<file path="src/rtl/pong_pkg.sv">
// pong_pkg: shared definitions for the pong overlays.
//   CHAR_W/CHAR_H : glyph box in pixels (5x7 bitmap scaled by 4)
//   SEG_T         : stroke thickness of the 7-segment digits
//   set_score_state_t, glyph indices, bitmap / segment lookup helpers.
package pong_pkg;
  localparam int CHAR_W = 20;
  localparam int CHAR_H = 28;
  localparam int SEG_T  = 4;

  typedef enum logic [1:0] {IDLE, EDIT, OFFER, DONE} set_score_state_t;

  localparam logic [2:0] GLYPH_S     = 3'd0;
  localparam logic [2:0] GLYPH_E     = 3'd1;
  localparam logic [2:0] GLYPH_T     = 3'd2;
  localparam logic [2:0] GLYPH_C     = 3'd3;
  localparam logic [2:0] GLYPH_O     = 3'd4;
  localparam logic [2:0] GLYPH_R     = 3'd5;
  localparam logic [2:0] GLYPH_SPACE = 3'd7;

  // "SET SCORE", slot 3 is the space
  function automatic logic [2:0] title_glyph(input int s);
    case (s)
      0, 4:    return GLYPH_S;
      1, 8:    return GLYPH_E;
      2:       return GLYPH_T;
      5:       return GLYPH_C;
      6:       return GLYPH_O;
      7:       return GLYPH_R;
      default: return GLYPH_SPACE;
    endcase
  endfunction

  // 5x7 bitmaps, row 0 first, column 0 is the MSB of each row
  function automatic logic glyph_px(input logic [2:0] idx, input int col, input int row);
    logic [34:0] bm;
    logic [5:0]  bi;
    case (idx)
      GLYPH_S: bm = {5'b01111, 5'b10000, 5'b10000, 5'b01110, 5'b00001, 5'b00001, 5'b11110};
      GLYPH_E: bm = {5'b11111, 5'b10000, 5'b10000, 5'b11110, 5'b10000, 5'b10000, 5'b11111};
      GLYPH_T: bm = {5'b11111, 5'b00100, 5'b00100, 5'b00100, 5'b00100, 5'b00100, 5'b00100};
      GLYPH_C: bm = {5'b01111, 5'b10000, 5'b10000, 5'b10000, 5'b10000, 5'b10000, 5'b01111};
      GLYPH_O: bm = {5'b01110, 5'b10001, 5'b10001, 5'b10001, 5'b10001, 5'b10001, 5'b01110};
      GLYPH_R: bm = {5'b11110, 5'b10001, 5'b10001, 5'b11110, 5'b10100, 5'b10010, 5'b10001};
      default: bm = '0;
    endcase
    if (col < 0 || col > 4 || row < 0 || row > 6) return 1'b0;
    bi = 6'(34 - (row * 5 + col));
    return bm[bi];
  endfunction

  // segments {a,b,c,d,e,f,g}
  function automatic logic [6:0] seg7(input logic [3:0] d);
    case (d)
      4'd0: return 7'b1111110;
      4'd1: return 7'b0110000;
      4'd2: return 7'b1101101;
      4'd3: return 7'b1111001;
      4'd4: return 7'b0110011;
      4'd5: return 7'b1011011;
      4'd6: return 7'b1011111;
      4'd7: return 7'b1110000;
      4'd8: return 7'b1111111;
      4'd9: return 7'b1111011;
      default: return 7'b0000000;
    endcase
  endfunction

  // dx/dy are already known to lie inside the glyph box
  function automatic logic seg_px(input logic [6:0] s, input int dx, input int dy);
    logic top, bot, mid, lft, rgt, upr;
    top = dy < SEG_T;
    bot = dy >= CHAR_H - SEG_T;
    mid = (dy >= CHAR_H/2 - SEG_T/2) && (dy < CHAR_H/2 + SEG_T/2);
    lft = dx < SEG_T;
    rgt = dx >= CHAR_W - SEG_T;
    upr = dy < CHAR_H/2;
    return (s[6] & top) | (s[5] & rgt & upr) | (s[4] & rgt & ~upr) | (s[3] & bot) |
           (s[2] & lft & ~upr) | (s[1] & lft & upr) | (s[0] & mid);
  endfunction
endpackage

</file>
<file path="src/rtl/score_to_digits.sv">
// score_to_digits: combinational binary -> BCD.
//   i_score : binary score
//   o_bcd   : DIGITS nibbles, index 0 = least significant
//   o_blank : leading-zero flags (index 0 never blanked)
module score_to_digits #(
  parameter int SCORE_W = 5,
  parameter int DIGITS  = 2
) (
  input  logic [SCORE_W-1:0]      i_score,
  output logic [DIGITS-1:0][3:0]  o_bcd,
  output logic [DIGITS-1:0]       o_blank
);
  always_comb begin : conv
    int v, p;
    v = int'(i_score);
    p = 1;
    o_bcd   = '0;
    o_blank = '0;
    for (int i = 0; i < DIGITS; i++) begin
      o_bcd[i]   = 4'((v / p) % 10);
      o_blank[i] = (i != 0) && (v < p);
      p = p * 10;
    end
  end
endmodule

</file>
<file path="src/rtl/set_score_screen.sv">
// set_score_screen: "SET SCORE" overlay plus target-score editor.
//   clk, rst_n          : clock, async active-low reset
//   active              : screen selected by game FSM
//   frame_tick          : one pulse per frame (auto-repeat / blink timebase)
//   btn_up/down/confirm : debounced levels
//   x, y                : scan position; display is lit one cycle later
//   score, score_valid  : offered score, held valid until score_ack
//   score_ack           : controller accepts the offer
// Optional: SET_SCORE_BLINK_EN blinks the digits while editing.
module set_score_screen
  import pong_pkg::*;
#(
  parameter int SCORE_W       = 5,
  parameter int MIN_SCORE     = 1,
  parameter int MAX_SCORE     = 21,
  parameter int DEFAULT_SCORE = 5,
  parameter int DIGITS        = 2,
  parameter int TITLE_X       = 183,
  parameter int TITLE_Y       = 140,
  parameter int DIGIT_X       = 291,
  parameter int DIGIT_Y       = 240,
  parameter int CHAR_PITCH    = 31,
  parameter int REPEAT_DELAY  = 30,
  parameter int REPEAT_RATE   = 6,
  parameter int BLINK_FRAMES  = 20
) (
  input  logic               clk,
  input  logic               rst_n,
  input  logic               active,
  input  logic               frame_tick,
  input  logic               btn_up,
  input  logic               btn_down,
  input  logic               btn_confirm,
  input  logic [9:0]         x,
  input  logic [9:0]         y,
  output logic [SCORE_W-1:0] score,
  output logic               score_valid,
  input  logic               score_ack,
  output logic               display
);
  localparam int HC_W = $clog2(REPEAT_DELAY + 1);
  localparam logic [SCORE_W-1:0] L_MIN = SCORE_W'(MIN_SCORE);
  localparam logic [SCORE_W-1:0] L_MAX = SCORE_W'(MAX_SCORE);
  localparam logic [SCORE_W-1:0] L_DEF = SCORE_W'(DEFAULT_SCORE);

  set_score_state_t    r_state, w_state_nxt;
  logic [SCORE_W-1:0]  r_score, w_score_nxt;
  logic [HC_W-1:0]     r_hold_cnt, w_hold_nxt;
  logic                r_up_q, r_dn_q, r_cf_q, r_act_q, r_display;
  logic                w_up_rise, w_dn_rise, w_cf_rise, w_act_rise, w_step;
  logic                w_title_hit, w_digit_hit, w_digits_on;
  logic [DIGITS-1:0][3:0] w_bcd;
  logic [DIGITS-1:0]      w_blank;

  assign w_up_rise  = btn_up      & ~r_up_q;
  assign w_dn_rise  = btn_down    & ~r_dn_q;
  assign w_cf_rise  = btn_confirm & ~r_cf_q;
  assign w_act_rise = active      & ~r_act_q;

  always_ff @(posedge clk or negedge rst_n) begin
    if (!rst_n) begin
      r_state    <= IDLE;
      r_score    <= L_DEF;
      r_hold_cnt <= '0;
      r_up_q     <= 1'b0;
      r_dn_q     <= 1'b0;
      r_cf_q     <= 1'b0;
      r_act_q    <= 1'b0;
    end else begin
      r_state    <= w_state_nxt;
      r_score    <= w_score_nxt;
      r_hold_cnt <= w_hold_nxt;
      r_up_q     <= btn_up;
      r_dn_q     <= btn_down;
      r_cf_q     <= btn_confirm;
      r_act_q    <= active;
    end
  end

  always_comb begin
    w_state_nxt = r_state;
    w_score_nxt = r_score;
    w_hold_nxt  = '0;
    w_step      = 1'b0;
    if (!active) begin
      w_state_nxt = IDLE;
    end else begin
      case (r_state)
        IDLE: if (w_act_rise) begin
          w_state_nxt = EDIT;
          w_score_nxt = L_DEF;
        end
        EDIT: begin
          if (w_cf_rise) begin
            w_state_nxt = OFFER;
          end else if (btn_up ^ btn_down) begin
            // a fresh press steps once and restarts hold timing; after the
            // first repeat the counter reloads so the next fires RATE frames on
            if (w_up_rise | w_dn_rise) begin
              w_step = 1'b1;
            end else if (frame_tick) begin
              if (r_hold_cnt == HC_W'(REPEAT_DELAY - 1)) begin
                w_step     = 1'b1;
                w_hold_nxt = HC_W'(REPEAT_DELAY - REPEAT_RATE);
              end else begin
                w_hold_nxt = r_hold_cnt + 1'b1;
              end
            end else begin
              w_hold_nxt = r_hold_cnt;
            end
          end
          if (w_step) begin
            if (btn_up) w_score_nxt = (r_score >= L_MAX) ? L_MAX : r_score + 1'b1;
            else        w_score_nxt = (r_score <= L_MIN) ? L_MIN : r_score - 1'b1;
          end
        end
        OFFER: if (score_ack) w_state_nxt = DONE;
        default: ;
      endcase
    end
  end

  score_to_digits #(.SCORE_W(SCORE_W), .DIGITS(DIGITS)) u_digits (
    .i_score (r_score),
    .o_bcd   (w_bcd),
    .o_blank (w_blank)
  );

`ifdef SET_SCORE_BLINK_EN
  localparam int BL_W = $clog2(BLINK_FRAMES + 1);
  logic [BL_W-1:0] r_blink_cnt;
  logic            r_blink_ph;

  // phase 0 = visible; any score change restarts in the visible half
  always_ff @(posedge clk or negedge rst_n) begin
    if (!rst_n) begin
      r_blink_cnt <= '0;
      r_blink_ph  <= 1'b0;
    end else if (r_state != EDIT || w_score_nxt != r_score) begin
      r_blink_cnt <= '0;
      r_blink_ph  <= 1'b0;
    end else if (frame_tick) begin
      if (r_blink_cnt == BL_W'(BLINK_FRAMES - 1)) begin
        r_blink_cnt <= '0;
        r_blink_ph  <= ~r_blink_ph;
      end else begin
        r_blink_cnt <= r_blink_cnt + 1'b1;
      end
    end
  end
  assign w_digits_on = (r_state != EDIT) || !r_blink_ph;
`else
  assign w_digits_on = 1'b1;
`endif

  always_comb begin : render
    int dx, dy, k;
    dx = 0;
    dy = 0;
    k  = 0;
    w_title_hit = 1'b0;
    w_digit_hit = 1'b0;
    dy = int'(y) - TITLE_Y;
    for (int s = 0; s < 9; s++) begin
      dx = int'(x) - (TITLE_X + s * CHAR_PITCH);
      if (dx >= 0 && dx < CHAR_W && dy >= 0 && dy < CHAR_H)
        w_title_hit = w_title_hit | glyph_px(title_glyph(s), dx / 4, dy / 4);
    end
    dy = int'(y) - DIGIT_Y;
    for (int i = 0; i < DIGITS; i++) begin
      k  = DIGITS - 1 - i;  // leftmost slot is the most significant digit
      dx = int'(x) - (DIGIT_X + i * CHAR_PITCH);
      if (dx >= 0 && dx < CHAR_W && dy >= 0 && dy < CHAR_H && !w_blank[k])
        w_digit_hit = w_digit_hit | seg_px(seg7(w_bcd[k]), dx, dy);
    end
  end

  always_ff @(posedge clk or negedge rst_n) begin
    if (!rst_n) r_display <= 1'b0;
    else        r_display <= (r_state != IDLE) && (w_title_hit || (w_digit_hit && w_digits_on));
  end

  assign score       = r_score;
  assign score_valid = (r_state == OFFER);
  assign display     = r_display;
endmodule

</file>
<file path="config.mk">
export PLATFORM = sky130hd
export DESIGN_NAME = set_score_screen
export DESIGN_NICKNAME = d
export VERILOG_FILES = /design/src/rtl/pong_pkg.sv /design/src/rtl/score_to_digits.sv /design/src/rtl/set_score_screen.sv
export SDC_FILE = /design/constraint.sdc
export NUM_CORES = 1
export LEC_CHECK = 0
export ABC_CLOCK_PERIOD_IN_PS = 4300
export CELL_PAD_IN_SITES_DETAIL_PLACEMENT = 1
export CELL_PAD_IN_SITES_GLOBAL_PLACEMENT = 1
export CORE_MARGIN = 2
export CORE_UTILIZATION = 49
export CTS_BUF_LIST = sky130_fd_sc_hd__clkbuf_8
export DETAILED_ROUTE_END_ITERATION = 16
export PLACE_DENSITY_LB_ADDON = 0.1
export SLEW_MARGIN = 20
export SYNTH_ARGS = -nofsm -noshare
export SYNTH_HDL_FRONTEND = slang
export SYNTH_SLANG_ARGS = --single-unit
export TNS_END_PERCENT = 30
</file>
<file path="constraint.sdc">
create_clock -name clk -period 4.3 [get_ports clk]
set_clock_uncertainty 0.05 [all_clocks]
set_input_delay 0.86 -clock clk [delete_from_list [all_inputs] [get_ports clk]]
set_output_delay 0.86 -clock clk [all_outputs]
set_load 0.02 [all_outputs]
</file>
Word-level counts from Yosys, hierarchy flattened
Memory sizes are Yosys's and may differ from the RTL's.
Cells that the tools add are included.
Widths: inputs -> output; s select.
Cells by class
  $add $sub $neg: 44
  multiply operators: 1
  divide/modulo/power cells: 3
  $lt $le $gt $ge: 67
  equality and inequality tests: 55
  muxes and demuxes: 127
  bitwise gates (word level): 64
  reduce and logical (&&, ||, !) cells: 89
Operators by type and width (number)
  $pmux 35 s6: 9
  $add 32x1->32: 10
  $gt 32x4->1 const B: 10
  $lt 32x1->1 const B: 10
  $mux 35: 9
  $lt 11x6->1 const B: 14
  $ge 11x1->1 const B: 13
  $sub 10x9->11 const B: 8
  $mux 1: 71
  $lt 6x7->1 const B: 9
  $mux 5: 12
  $sub 10x8->11 const B: 5
  $add 6x6->6: 9
  $bmux 1 s6: 9
  $eq 3x2->1 const B: 18
  $eq 3x3->1 const B: 18
  $sub 6x6->6 const A: 9
  $and 1x1->1: 36
  $logic_and 1x1->1: 36
  $ge 11x6->1 const B: 3
  $lt 11x4->1 const B: 3
  $div 6x5->32 const B: 1
  $mod 32x5->32 const B: 1
  $mod 6x5->32 const B: 1
  other kinds (32): 126
Word-level totals
  register bits after elaboration: 17
  ROM bits: 224
  input bits: 28
  output and inout bits: 7
  word-level logic and storage cells: 460
  memories kept: 2
Memory list
  (no name shown): depth 16, width 7, rd ports 1, clocked after memory_dff 0, write ports 0, line pong_pkg.sv:53  | case (d)
  (no name shown): depth 16, width 7, rd ports 1, clocked after memory_dff 0, write ports 0, line pong_pkg.sv:53

Logic depth before layout (Yosys ltp)
Gate-level depths: netlist of the first run.
  word-level depth: 31
  gate-level depth with buffers: 28
  depth with buffers taken out: 27

Cells and area by module
A second synthesis of the first run with hierarchy kept.
Second synthesis, totals
  cell total of the unflattened synthesis: 1249
  area, all modules: 9345.2 sq um
By module, submodules not included
  set_score_screen: times used 1, cells each 1210, area each 9054.9 sq um, sequential area each 427.9 sq um
  score_to_digits: times used 1, cells each 39, area each 290.3 sq um, sequential area each 0.0 sq um

Worst setup path before layout of the first run
No wires, ideal clock.
  path kind: input-to-reg
  start: input port y[4]
  end: register r_display, in the netlist display
  library setup time: 127 ps
  arrival: 5680 ps
  required time: 4123 ps
  path slack: -1557 ps
  stages on the path: 28
  path buffers: 2
  cells stage by stage: buf_6 > inv_1 > ha_1 > or3b_1 > nand2_1 > nand2_1 > nor2_1 > ha_1 > ha_1 > and3_1 > clkbuf_1 > xor2_1 > ha_1 > inv_1 > fa_1 > ha_1 > ha_1 > nor2_1 > a21oi_1 > xnor2_1 > xnor2_1 > xnor2_1 > xnor2_1 > mux2i_1 > o2111a_1 > o21ai_1 > nand4_1 > o2bb2ai_1
On the way
  word-level cells in the longest chain between the ends: 28
  elaborated cells between the ends (all ways): 178
  those cells by class: add/sub: 21; mul: 1; order compare: 11; mux: 64; bitwise: 37; reduce/logical: 44
RTL lines
  from (decl): line set_score_screen.sv:35  | input logic [9:0] y,
  $sub 10x8->11: line set_score_screen.sv:163  | dy = int'(y) - TITLE_Y;
  $and 1x1->1 (no source line)
  $add 32x1->32 (no source line)
  $mul 32x4->6 or $lt 32x1->1 (tied branches): line pong_pkg.sv:47, pong_pkg.sv:46
  $add 6x6->6 or $logic_or 1x1->1 (tied branches): line pong_pkg.sv:47, pong_pkg.sv:46
  $sub 6x6->6 or $logic_or 1x1->1 (tied branches): line pong_pkg.sv:47, pong_pkg.sv:46
  $bmux 1 s6 or $mux 1 (tied branches): line pong_pkg.sv:48, pong_pkg.sv:46
  $mux 1, on equally long branches: line pong_pkg.sv:48, set_score_screen.sv:166
  [... 12 more ...]
  $or 1x1->1: line set_score_screen.sv:167  | w_title_hit = w_title_hit | glyph_px(title_glyph(s), dx / 4, dy / 4);
  $mux 1: line set_score_screen.sv:166  | if (dx >= 0 && dx < CHAR_W && dy >= 0 && dy < CHAR_H)
  $or 1x1->1: line set_score_screen.sv:167
  $mux 1: line set_score_screen.sv:166
  $or 1x1->1: line set_score_screen.sv:167
  $mux 1: line set_score_screen.sv:166
  $logic_or 1x1->1 *: line set_score_screen.sv:180  | else r_display <= (r_state != IDLE) && (w_title_hit || (w_digit_hit && w_digits_on));
  $logic_and 1x1->1 *: line set_score_screen.sv:180
  to (signal assigned): line set_score_screen.sv:180
  to (decl): line set_score_screen.sv:49  | logic r_up_q, r_dn_q, r_cf_q, r_act_q, r_display;
Every way passes the cells marked *; elsewhere a longest branch is shown, timed or not. The select of a mux whose other input is x is not followed.
A chain may end at the register's enable or synchronous reset.

Worst setup path in the final report of the first run
  start: input port x[2]
  end: register r_display, in the netlist display
On the way
  word-level cells in the longest chain between the ends: 29
  elaborated cells between the ends (all ways): 255
  those cells by class: add/sub: 38; order compare: 44; mux: 64; bitwise: 46; reduce/logical: 63
RTL lines
  from (decl): line set_score_screen.sv:34  | input logic [9:0] x,
  parallel branches: the longest is 27 deep, another holds $add 32x1->32
  $logic_or 1x1->1 *: line set_score_screen.sv:180
  $logic_and 1x1->1 *: line set_score_screen.sv:180
Mark *: on every way between the ends. The select of a mux whose other input is x is not followed.

==> results of run 1 <==
==> per-layer routing <==
layer | vias up | routed length (µm) | GRT usage
met3 | 684 | 6760 | 0.0972
met4 | 4 | 7250 | 0.386
met1 | 6235 | 19300 | 0.492
met2 | 1336 | 25400 | 0.830
li1 | 5055 | - | -
met5 | - | 56 | 0
==> worst max-delay path, stage by stage <==
cell and delay [ps]:
clkdlybuf4s50_1 580, buf_4 240, nor2_2 60, a21boi_1 250, a21oi_1 150, nor2b_1 230, nor3_1 90, ha_1 240
ha_1 230, xnor2_1 300, ha_1 330, fa_1 460, buf_4 160, xor2_1 180, buf_4 170, o21ai_0 340
o21ai_0 270, nor4bb_1 200, o2111a_1 300, o21ai_2 420, nand4_1 320, o2bb2ai_2 220
==> power by group through the flow <==
stage                     clock network, mW  registers, mW  logic, mW
after floorplan                           0          0.228       2.46
after global placement                    0          0.242       3.58
after detailed placement                  0          0.244       3.98
after CTS                             0.129          0.242       4.18
after global routing                  0.143          0.252       5.48
final                                 0.138          0.253       5.29
==> cell usage in the layout, fill, tap and decap left out, drive strengths merged, types with 5 or more instances in the layout <==
cell type	netlist	layout
nor4	16	16
o211ai	5	5
nor4b	8	8
or4	11	11
nand4b	13	13
nor2	72	72
buf	23	329
a21oi	65	65
nand4	46	46
a31oi	13	13
ha	206	206
nand3	39	39
nand2b	27	27
dfrtp	15	15
nand2	103	103
xor2	38	38
a2111oi	5	5
o22ai	6	6
nor2b	10	10
mux2i	15	15
nor3b	5	5
nor3	26	26
a311oi	5	5
or3	15	15
o21ai	76	76
fa	9	9
and4b	5	5
a21o	20	20
a211oi	7	7
clkdlybuf4s50	0	25
and3	13	13
inv	103	102
xnor2	101	101
and2	8	8
==> worst max-delay path by stage <==
stage	endpoint	slack, ps	cells past startpoint
5_1_grt	display	-2580	24
3_5_place_dp	display	-2480	29
3_3_place_gp	display	-1870	29
6_report	display	-2200	22
4_1_cts	display	-1490	28
2_1_floorplan	display	-1180	28
==> sequential cells by signal, indices dropped and copies added, names as in the netlist <==
name / flops
r_state: 2
r_hold_cnt: 5
r_act_q: 1
display: 1
r_up_q: 1
r_dn_q: 1
r_cf_q: 1
score: 5
==> area by class of cell <==
class	instances	area share
diodes	4	0.000772
clock buffers	3	0.00319
clock inverters	1	0.000386
inverters	103	0.0311
multi-input cells	1055	0.688
flip-flops and latches	17	0.0330
well taps	234	0.0226
repair buffers	359	0.221
==> cells by family (layout without fill, tap and decap cells) <==
family	after synthesis	after routing	synth area share
adders and majority gates	215	215	0.297
muxes	18	18	0.0210
and+or+nand+nor	432	432	0.254
buffers and inverters	153	466	0.0660
AOI/OAI and AO/OA	250	250	0.174
DFF	17	17	0.0461
xor gates and xnor gates	140	140	0.142
other	0	4	0
==> timing repair <==
item                       4_1_cts  5_1_grt
setup buffers                    8        9
hold buffers                     0        0
setup endpoints to repair        1        1
gates resized for setup         61       70
pin swaps                       28       33
==> through the flow <==
step / TNS, ps / util
after CTS: -1490 / 0.671
after global routing: -2580 / 0.695
after detailed placement: -2480 / 0.654
after global placement: -1870 / 0.654
final: -2200 / 0.695
after floorplan: -1180 / -
==> summary.txt, run 1 <==
Critical path
  – Crit Path Max Fanout: 8
  – Reg2reg start: score[2]
  – Setup slack, reg-to-reg: -360 ps
  – Critical path launch point type: input pin
  – R2r endpoint: display
  – Reg2Reg Depth: 15
  – Worst EP arrival: 6600 ps
  – Worst Setup SP: x[2]
  – CP Data Required Time: 4410 ps
  – Crit path kind: input pin to register
  – CP Capture Type: register

Power
  – Net Sw Frac: 0.563
  – Power share of the clock group: 0.024
  – Power density over cell area: 439 nW/µm²
  – Comb pwr share: 0.931
  – P_int: 2.48 mW
  – Sequential fraction of design power: 0.045
  – Max rail drop VDD: 0.179 mV
  – Switching Power: 3.20 mW
  – Pleak: 5.93 nW
  – Total power: 5.68 mW

Clock network
  – Clk buf depth: 2
  – Htree depth: 1
  – CTS clk-pin slew, worst paths: 90 ps
  – Inserted Clock Buffers: 3
  – # clock sinks: 17
  – CTS tree: done
  – Skew-Pair Late Insertion Delay: 270 ps
  – Root Driver: clkbuf_8

STA
  – Final worst setup slack: -2200 ps
  – Final max-slew violation count: 0
  – Max-Slew Margin vs Limit: 0.397
  – Min cycle time layout: 6500 ps
  – Fmax: 0.154 GHz
  – RSZ-0062 raised after global routing: yes
  – Final setup violation count: 1
  – Hold Fails Final Rpt: 0
  – Period utilization: 1.51
  – Worst hold slack: 560 ps
  – Slew @ Worst Pin: 901 ps

Yosys
  – Syn_area_per_cell: 7.58 µm²
  – Async set-reset flop share out of synthesis: 1.00
  – Most common cell in the synthesized netlist: ha_1
  – Yosys warnings: 0
  – Sequential area share after synthesis: 0.0461
  – Syn Nets: 1468
  – Post-synth top area share: 0.278
  – Mapped Cells: 1225
  – Post-synth EDFFs: 0
  – Ranking of synthesized cells by area: ha_1, xnor2_1, nand2_1
  – Synth cell types: 85
  – Top cells by count, synth: ha_1, nand2_1, inv_1
  – Yosys reg bits: 17
  – Largest area contributor in the netlist: ha_1
  – Synth Cell Area: 9280 µm²
  – Ys flop type: dfrtp_1

Run status
  – Failing checks: setup timing
  – Outcome: finished with violations

Die
  – Die width: 142 µm
  – Num ports: 35
  – Core Region: 18600 µm²
  – Initial core utilization: 0.498
  – DIE AREA: 20100 µm²
  – Site Rows: 50
  – Die Span Y: 142 µm

Placed design
  – Dpl ws: -2480 ps
  – Placed cell count: 1751
  – I/O Buffers: 34
  – Post-detail-place hpwl: 32.2 mm
  – Placer Congestion: 0.884
  – Area after DPL: 12200 µm²

Finish
  – Fill count: 2170
  – Non-Filler Instances: 1776
  – Area of the multi-input gates: 8920 µm²
  – Area grow syn2layout: 39.6%
  – Ratio of cells with drive above 1 in the final layout: 0.299
  – Nets: 1782
  – Sequential cell area: 428 µm²
  – Design area: 13000 µm²

Routing
  – Routed Wire Length: 58.7 mm
  – 1st-pass router iterations: 6
  – DR vias/cell: 7.50
  – Vias: 13314
  – Drt first-iter violations: 1744
  – # DRC: 0
  – Routed Antenna Nets: 0
  – WL/cell: 33.1 µm

Hold path
  – WHS Path Cells: 1
  – Worst min path class: register to register
  – Hold Path Sink: r_hold_cnt[2]
  – HP Start: r_hold_cnt[2]

GRT
  – Initial antenna violation count: 6
  – Gr ovfl total: 0
  – Largest net degree at the start of global routing: 24
  – Total GRT Usage: 0.475
  – Vias in the first global route: 13658
  – First-pass GRT wire length: 75.1 mm

Run
  – Max Cap Viol: 0
(Power assumes the default switching activity.)
==> run 2: changes to the inputs <==
Settings changed: SYNTH_HIERARCHICAL set to 1.
==> summary.txt, run 2 <==
Clock network
  – Inserted Clock Buffers: 3 (unchanged)
  – Root Driver: clkbuf_8
  – Htree depth: 1 (unchanged)
  – Clk buf depth: 2 (unchanged)
  – Hold_buf cts: 0 (unchanged)
  – # clock sinks: 17 (unchanged)

GRT
  – Total GRT Usage: 0.912
  – Largest net degree at the start of global routing: 22
  – Gr ovfl total: 1033

Die
  – Site Rows: 50 (unchanged)
  – Die Span Y: 142 µm (+0.32%)
  – Initial core utilization: 0.500 (+0.00161)
  – Num ports: 35 (unchanged)
  – Die width: 142 µm (+0.32%)

Yosys
  – Yosys reg bits: 17 (unchanged)
  – Sequential area share after synthesis: 0.0458 (-0.000302)
  – Async set-reset flop share out of synthesis: 1.00 (unchanged)
  – Largest area contributor in the netlist: ha_1
  – Most common cell in the synthesized netlist: ha_1
  – Yosys warnings: 6 (+6)
  – Synth cell types: 85 (unchanged)
  – Ys flop type: dfrtp_1
  – Syn_area_per_cell: 7.48 µm² (-1.3%)
  – Top cells by count, synth: ha_1, inv_1, xnor2_1
  – Post-synth EDFFs: 0 (unchanged)
  – Ranking of synthesized cells by area: ha_1, xnor2_1, inv_1
  – Mapped Cells: 1249 (+2.0%)
  – Post-synth top area share: 0.280 (+0.00220)
  – Synth Cell Area: 9350 µm² (+0.66%)

Run status
  – Stop Error: [ERROR GRT-0232] Routing congestion too high. Check the congestion heatmap in the GUI.
  – Last stage: global routing
  – Outcome: stopped before the end

Placed design
  – Placer Congestion: 0.908 (+2.8%)
  – Post-detail-place hpwl: 34.0 mm (+5.4%)
  – I/O Buffers: 34 (unchanged)
  – Dpl ws: -2360 ps (+117 ps)

STA
  – GR repair worst EP: display$_DFF_PN0_/D
  – Worst ep type: register data pin
-- run 2: changes by cell type after synthesis, moves of 7 or more --
cell	before	now
nand3_1	39	69
nand4_1	46	19
a21oi_1	62	73
nand3b_1	3	14
or4_1	11	1
nor2_1	70	79
nor3_1	24	32
clkbuf_1	27	20
o2111ai_1	1	8
-- run 2: cells by family after synthesis --
kind of cell	after synthesis	synth area share
AND/OR/NAND/NOR	443	0.253
AO/OA/AOI/OAI	258	0.178
adder cells (fa/ha/maj)	218	0.299
buffers and inverters	156	0.0680
XOR/XNOR	143	0.141
flip-flops	17	0.0458
multiplexers	13	0.0153
other	1	0.000401
-- run 2: per-layer routing --
metal  track usage  overflow
met1         0.845         7
met2          1.17       747
met3         0.677        10
met4          1.05       269
met5         0.281         0
-- run 2: through the flow --
step / hold slack (ps) / area [µm²] / util / std cells
global placement: 485 / 12300 / 0.655 / 1778
floorplan: 460 / 9570 / - / 1251
detailed placement: 514 / 12300 / 0.655 / 1778
CTS: 529 / 12800 / 0.686 / 1812
-- run 2: what timing repair did --
item                       CTS
pin swaps                   35
resized for setup           88
setup endpoints to repair    1
buffers inserted            30
==> run 3: changes to the inputs <==
Settings changed: CELL_PAD_IN_SITES_DETAIL_PLACEMENT 1 to unset, CELL_PAD_IN_SITES_GLOBAL_PLACEMENT 1 to unset, CORE_UTILIZATION 49 to 40, CTS_BUF_LIST sky130_fd_sc_hd__clkbuf_8 to unset, PLACE_DENSITY_LB_ADDON 0.1 to 0.15.
==> summary.txt, run 3 <==
Finish
  – Fill count: 2088
  – Area grow syn2layout: 43.3%
  – Non-Filler Instances: 1893
  – Ratio of cells with drive above 1 in the final layout: 0.315
  – Nets: 1827
  – Final Core Density: 0.588
  – Antenna fix cells: 0
  – Commonest non-fill, non-tap cell in the layout: buf_4
  – Design area: 13400 µm²
  – Most frequent cells in the layout: buf_4, ha_1, inv_1

Power
  – Power density over cell area: 355 nW/µm²
  – Power share of the clock group: 0.040
  – Net Sw Frac: 0.468
  – Max rail drop VDD: 0.334 mV
  – Total power: 4.76 mW
  – Pleak: 6.00 nW
  – P_int: 2.53 mW
  – Switching Power: 2.23 mW
  – Comb pwr share: 0.907
  – Sequential fraction of design power: 0.053

Critical path
  – Crit path kind: input pin to register
  – CP Data Required Time: 4410 ps
  – Setup slack, reg-to-reg: 680 ps
  – R2r endpoint: display
  – CP Capture Type: register
  – Reg2Reg Depth: 14
  – Critical path launch point type: input pin
  – Crit Path Max Fanout: 4
  – Worst EP arrival: 5540 ps
  – Reg2reg start: score[2]

Placed design
  – Placer Congestion: 0.927 (+2.1%)
  – Post-detail-place hpwl: 23.9 mm (-30%)
  – Area after DPL: 12400 µm² (+1.4%)
  – Placed cell count: 1860 (+4.6%)
  – I/O Buffers: 34 (unchanged)

GRT
  – Initial antenna violation count: 0
  – First-pass GRT wire length: 47.1 mm
  – Total GRT Usage: 0.233
  – Gr ovfl total: 0
  – Largest net degree at the start of global routing: 22
  – Vias in the first global route: 9813

STA
  – Slew @ Worst Pin: 789 ps
  – Period utilization: 1.26
  – Fmax: 0.184 GHz
  – Hold Fails Final Rpt: 0
  – Max-Slew Margin vs Limit: 0.472
  – Final worst setup slack: -1130 ps
  – RSZ-0062 raised after global routing: yes
  – Setup tns final: -1130 ps
  – Final max-slew violation count: 0
  – Min cycle time layout: 5430 ps
  – Final setup violation count: 1

Clock network
  – CTS tree: done
  – Skew-Pair Late Insertion Delay: 250 ps
  – Htree depth: 1 (unchanged)
  – Hold_buf cts: 0 (unchanged)
  – CTS clk-pin slew, worst paths: 50 ps
  – Root Driver: clkbuf_16
  – Clk buf depth: 2 (unchanged)
  – # clock sinks: 17 (unchanged)
  – Inserted Clock Buffers: 3 (unchanged)

Hold path
  – WHS Path Cells: 2
  – HP Start: r_hold_cnt[4]
  – Worst min path class: register to register
  – Hold Path Sink: r_hold_cnt[4]

Yosys
  – Post-synth EDFFs: 0 (unchanged)
  – Sequential area share after synthesis: 0.0458 (unchanged)
  – Yosys warnings: 6 (unchanged)
  – Most common cell in the synthesized netlist: ha_1
  – Largest area contributor in the netlist: ha_1
  – Post-synth top area share: 0.280 (unchanged)
  – Async set-reset flop share out of synthesis: 1.00 (unchanged)
  – Ranking of synthesized cells by area: ha_1, xnor2_1, inv_1
  – Ys flop type: dfrtp_1
  – Mapped Cells: 1249 (unchanged)
  – Syn_area_per_cell: 7.48 µm² (unchanged)
  – Synth cell types: 85 (unchanged)
  – Yosys reg bits: 17 (unchanged)
  – Top cells by count, synth: ha_1, inv_1, xnor2_1
  – Synth Cell Area: 9350 µm² (unchanged)

Routing
  – Routed Antenna Nets: 0
  – Vias: 10072
  – # DRC: 0
  – Routed Wire Length: 29.3 mm
  – 1st-pass router iterations: 5
  – DR vias/cell: 5.32
  – Drt first-iter violations: 551
  – WL/cell: 15.5 µm

Die
  – Core Region: 22800 µm²
  – DIE AREA: 24600 µm²
  – Site Rows: 55 (+10%)
  – Num ports: 35 (unchanged)
  – Die width: 157 µm (+10%)
  – Die Span Y: 157 µm (+10%)
  – Initial core utilization: 0.410 (-0.0893)

Run
  – Max Cap Viol: 0

Run status
  – Failing checks: setup timing
  – Outcome: finished with violations
## run 3: power by group through the flow
stage / logic, mW / clock network (mW) / registers [mW]
after floorplan: 2.66 / 0 / 0.232
after detailed placement: 3.96 / 0 / 0.254
final: 4.31 / 0.191 / 0.252
after global placement: 3.88 / 0 / 0.252
after CTS: 4.03 / 0.196 / 0.252
after global routing: 4.78 / 0.203 / 0.260
## run 3: critical path, cell delays in order
cell and delay (ps):
buf_6 100, ha_4 160, o31ai_4 260, nand2_2 110
nor2_4 100, ha_4 170, ha_4 150, nand2_2 60
o21ai_4 180, xnor2_2 80, ha_1 300, inv_2 40
fa_2 570, buf_12 140, ha_4 210, ha_4 260
nor2_1 40, a21oi_2 120, xor2_1 190, xnor2_1 150
xnor2_1 160, xnor2_1 100, o32ai_1 120, nand4_1 260
a41oi_2 310, nor4_4 80, o32ai_2 240
## run 3: repair_timing
item,in CTS,in global routing
buffers inserted,22,10
endpoints found under the setup margin,1,1
gates resized for setup,44,120
gates cloned,0,0
endpoints found under the hold margin,0,0
pin swaps,26,69
## run 3: per-stage QoR
step                      setup slack (ps)  hold WS, ps
final                                -1130          504
after global routing                 -1380          552
after CTS                            -1280          509
after detailed placement             -1950          499
after global placement               -1880          485
after floorplan                      -1110          460
## run 3: cells by family (layout without fill, tap and decap cells)
family / Yosys count / in the layout / share of synthesized area
simple gates: 443 / 443 / 0.253
compound gates: 258 / 258 / 0.178
fa+ha+maj: 218 / 218 / 0.299
buf+inv: 156 / 485 / 0.0680
xor+xnor: 143 / 143 / 0.141
flops: 17 / 17 / 0.0458
mux: 13 / 13 / 0.0153
other cells: 1 / 3 / 0.000401
## run 3: final cells by class
| class | count | area (µm²) | area share |
|---|---|---|---|
| sequential | 17 | 428 | 0.0319 |
| tap | 313 | 392 | 0.0292 |
| timing repair buffer | 370 | 2970 | 0.221 |
| clock inverter | 1 | 7.51 | 0.000560 |
| multi-input combinational | 1078 | 9100 | 0.680 |
| clock buffer | 3 | 75.1 | 0.00560 |
| inverter | 111 | 424 | 0.0317 |
## run 3: worst max-delay path by stage
stage,start,to,cells after the start
after floorplan,y[4],display,28
after global placement,y[2],display,26
after detailed placement,y[2],display,26
after CTS,y[4],display,29
after global routing,y[2],display,26
final,y[2],display,27
## run 3: metal layers
| metal | vias to the layer above | share of wire | GRT usage |
|---|---|---|---|
| met3 | 43 | 0.027 | 0.0125 |
| met1 | 4728 | 0.47 | 0.311 |
| met5 | - | 0 | 0 |
| li1 | 5158 | - | - |
| met2 | 143 | 0.48 | 0.413 |
| met4 | 0 | 0.023 | 0.0516 |
==> run 4: changes to the inputs <==
Settings changed: CELL_PAD_IN_SITES_DETAIL_PLACEMENT set to 0, CELL_PAD_IN_SITES_GLOBAL_PLACEMENT set to 2, CORE_UTILIZATION 40 to 38.
==> summary.txt, run 4 (synthesis results as in run 3) <==
Die
  – Num ports: 35 (unchanged)
  – Die Span Y: 161 µm (+2.5%)
  – Die width: 161 µm (+2.5%)
  – Site Rows: 57 (+3.6%)
  – DIE AREA: 25900 µm² (+5.1%)
  – Initial core utilization: 0.385 (-0.0249)
  – Core Region: 24200 µm² (+6.5%)

STA
  – RSZ-0062 raised after global routing: yes
  – Final worst setup slack: -1290 ps (-156 ps)
  – Slew @ Worst Pin: 860 ps (+70.5 ps)
  – Period utilization: 1.30 (+0.0363)
  – Final setup violation count: 1 (unchanged)
  – Setup tns final: -1290 ps (-156 ps)
  – Fmax: 0.179 GHz (-2.8%)
  – Worst hold slack: 500 ps (-3.73 ps)
  – Min cycle time layout: 5590 ps (+156 ps)
  – Final max-slew violation count: 0 (unchanged)
  – Max-Slew Margin vs Limit: 0.425 (-0.0472)
  – Hold Fails Final Rpt: 0 (unchanged)

Finish
  – Nets: 1824 (-0.16%)
  – Fill count: 2388 (+14%)
  – Ratio of cells with drive above 1 in the final layout: 0.284 (-0.0311)
  – Area grow syn2layout: 39.5%
  – Most frequent cells in the layout: buf_4, ha_1, inv_1
  – Antenna fix cells: 0 (unchanged)
  – Final Core Density: 0.538 (-0.0504)
  – Commonest non-fill, non-tap cell in the layout: buf_4
  – Non-Filler Instances: 1901 (+0.42%)

Routing
  – WL/cell: 15.8 µm (+1.9%)
  – DR vias/cell: 5.22 (-1.8%)
  – # DRC: 0 (unchanged)
  – Max layer used: met4
  – Routed Antenna Nets: 0 (unchanged)
  – 1st-pass router iterations: 5 (unchanged)
  – Wire length on met2: 14.3 mm (+1.3%)
  – Drt first-iter violations: 445 (-19%)
  – Vias: 9932 (-1.4%)
  – WL met3: 740 µm (-6.0%)
  – Wl on met1: 14.6 mm (+6.0%)
  – Routed Wire Length: 30.0 mm (+2.4%)

Power
  – Pleak: 5.93 nW (-1.2%)
  – Max rail drop VDD: 0.378 mV (+13%)
  – Power density over cell area: 359 nW/µm² (+1.2%)

Critical path
  – CP peak stage delay: 540 ps (-30 ps)
  – Worst EP arrival: 5660 ps (+120 ps)
  – Reg2reg start: score[2]
  – WP buf/inv: 4 (+1)
  – CP Capture Type: register
  – Crit path kind: input pin to register
  – Crit Path Max Fanout: 6 (+2)
  – Setup slack, reg-to-reg: 480 ps (-200 ps)
  – CP Data Required Time: 4370 ps (-40 ps)
  – Reg2Reg Depth: 14 (unchanged)
  – Critical path's top delay family: adder cells
  – Critical path launch point type: input pin
  – Slowest CP cell: fa_2
  – R2r endpoint: display

Hold path
  – WHS Path Cells: 2 (unchanged)
  – HP Start: r_hold_cnt[4]
  – Hold Path Sink: r_hold_cnt[4]
  – Worst min path class: register to register

GRT
  – Vias in the first global route: 9890 (+0.78%)
  – Gr ovfl total: 0 (unchanged)
  – First-pass GRT wire length: 49.3 mm (+4.6%)
  – Largest net degree at the start of global routing: 22 (unchanged)
  – Initial antenna violation count: 0 (unchanged)
  – Total GRT Usage: 0.230 (-0.00338)

Placed design
  – Placed cell count: 1871 (+0.59%)
  – I/O Buffers: 34 (unchanged)
  – Placer Congestion: 0.856 (-7.7%)
  – Post-detail-place hpwl: 25.1 mm (+4.7%)
  – Dpl ws: -1950 ps (-3.71 ps)

Run status
  – Outcome: finished with violations
  – Failing checks: setup timing

Clock network
  – Htree depth: 1 (unchanged)
  – Clk buf depth: 2 (unchanged)
  – CTS tree: done
  – # clock sinks: 17 (unchanged)
  – Skew-Pair Late Insertion Delay: 250 ps (about the same)
  – CTS clk-pin slew, worst paths: 60 ps (about the same)
  – Inserted Clock Buffers: 3 (unchanged)
  – Root Driver: clkbuf_16

Run
  – Max Cap Viol: 0 (unchanged)
## run 4: how the worst max path moves through the flow
stage / start / end / slack, ps / depth (start not counted)
6_report: y[2] / display / -1290 / 28
5_1_grt: y[5] / display / -1490 / 30
4_1_cts: y[4] / display / -1320 / 30
3_5_place_dp: y[2] / display / -1950 / 28
3_3_place_gp: y[2] / display / -1870 / 27
2_1_floorplan: y[4] / display / -1110 / 28
## run 4: layout make-up
| type | instances | area (µm²) | area share |
|---|---|---|---|
| multi-input combinational | 1078 | 8790 | 0.674 |
| clock buffer | 3 | 75.1 | 0.00576 |
| inverter | 111 | 424 | 0.0325 |
| tap | 324 | 405 | 0.0311 |
| timing repair buffer | 367 | 2920 | 0.224 |
| sequential | 17 | 428 | 0.0328 |
| clock inverter | 1 | 5.00 | 0.000384 |
## run 4: what timing repair did
item                                    in CTS  in global routing
endpoints found under the setup margin       1                  1
endpoints found under the hold margin        0                  0
pin swaps                                   42                 41
resized for setup                           73                 25
hold buffers                                 0                  0
setup buffers                               27                  2
## run 4: worst reg2reg max path, stage by stage (launching register included)
cell	delay, ps
dfstp_2	740
or2_1	210
ha_1	280
nor2b_4	210
mux2i_1	210
a221o_1	290
inv_1	140
ha_1	210
nor2b_1	130
a211o_1	260
and3_1	170
o2111ai_1	260
o31ai_1	140
a311oi_1	270
o32ai_2	130
## run 4: power breakdown
part           switching [mW]  internal, mW
Sequential             0.0489         0.189
Clock                  0.0670         0.125
Combinational            2.09          2.16
## run 4: layer usage
metal  up-vias  track usage
met3        33       0.0129
met1      4603        0.311
met4         0       0.0292
met2       132        0.414
li1       5164            -
met5         -            0
## run 4: per-stage QoR
stage / total power, mW / instance area [µm²]
after floorplan: 2.90 / 9570
after CTS: 4.62 / 12900
after detailed placement: 4.26 / 12400
after global routing: 5.18 / 13000
final: 4.69 / 13000
after global placement: 4.19 / 12400
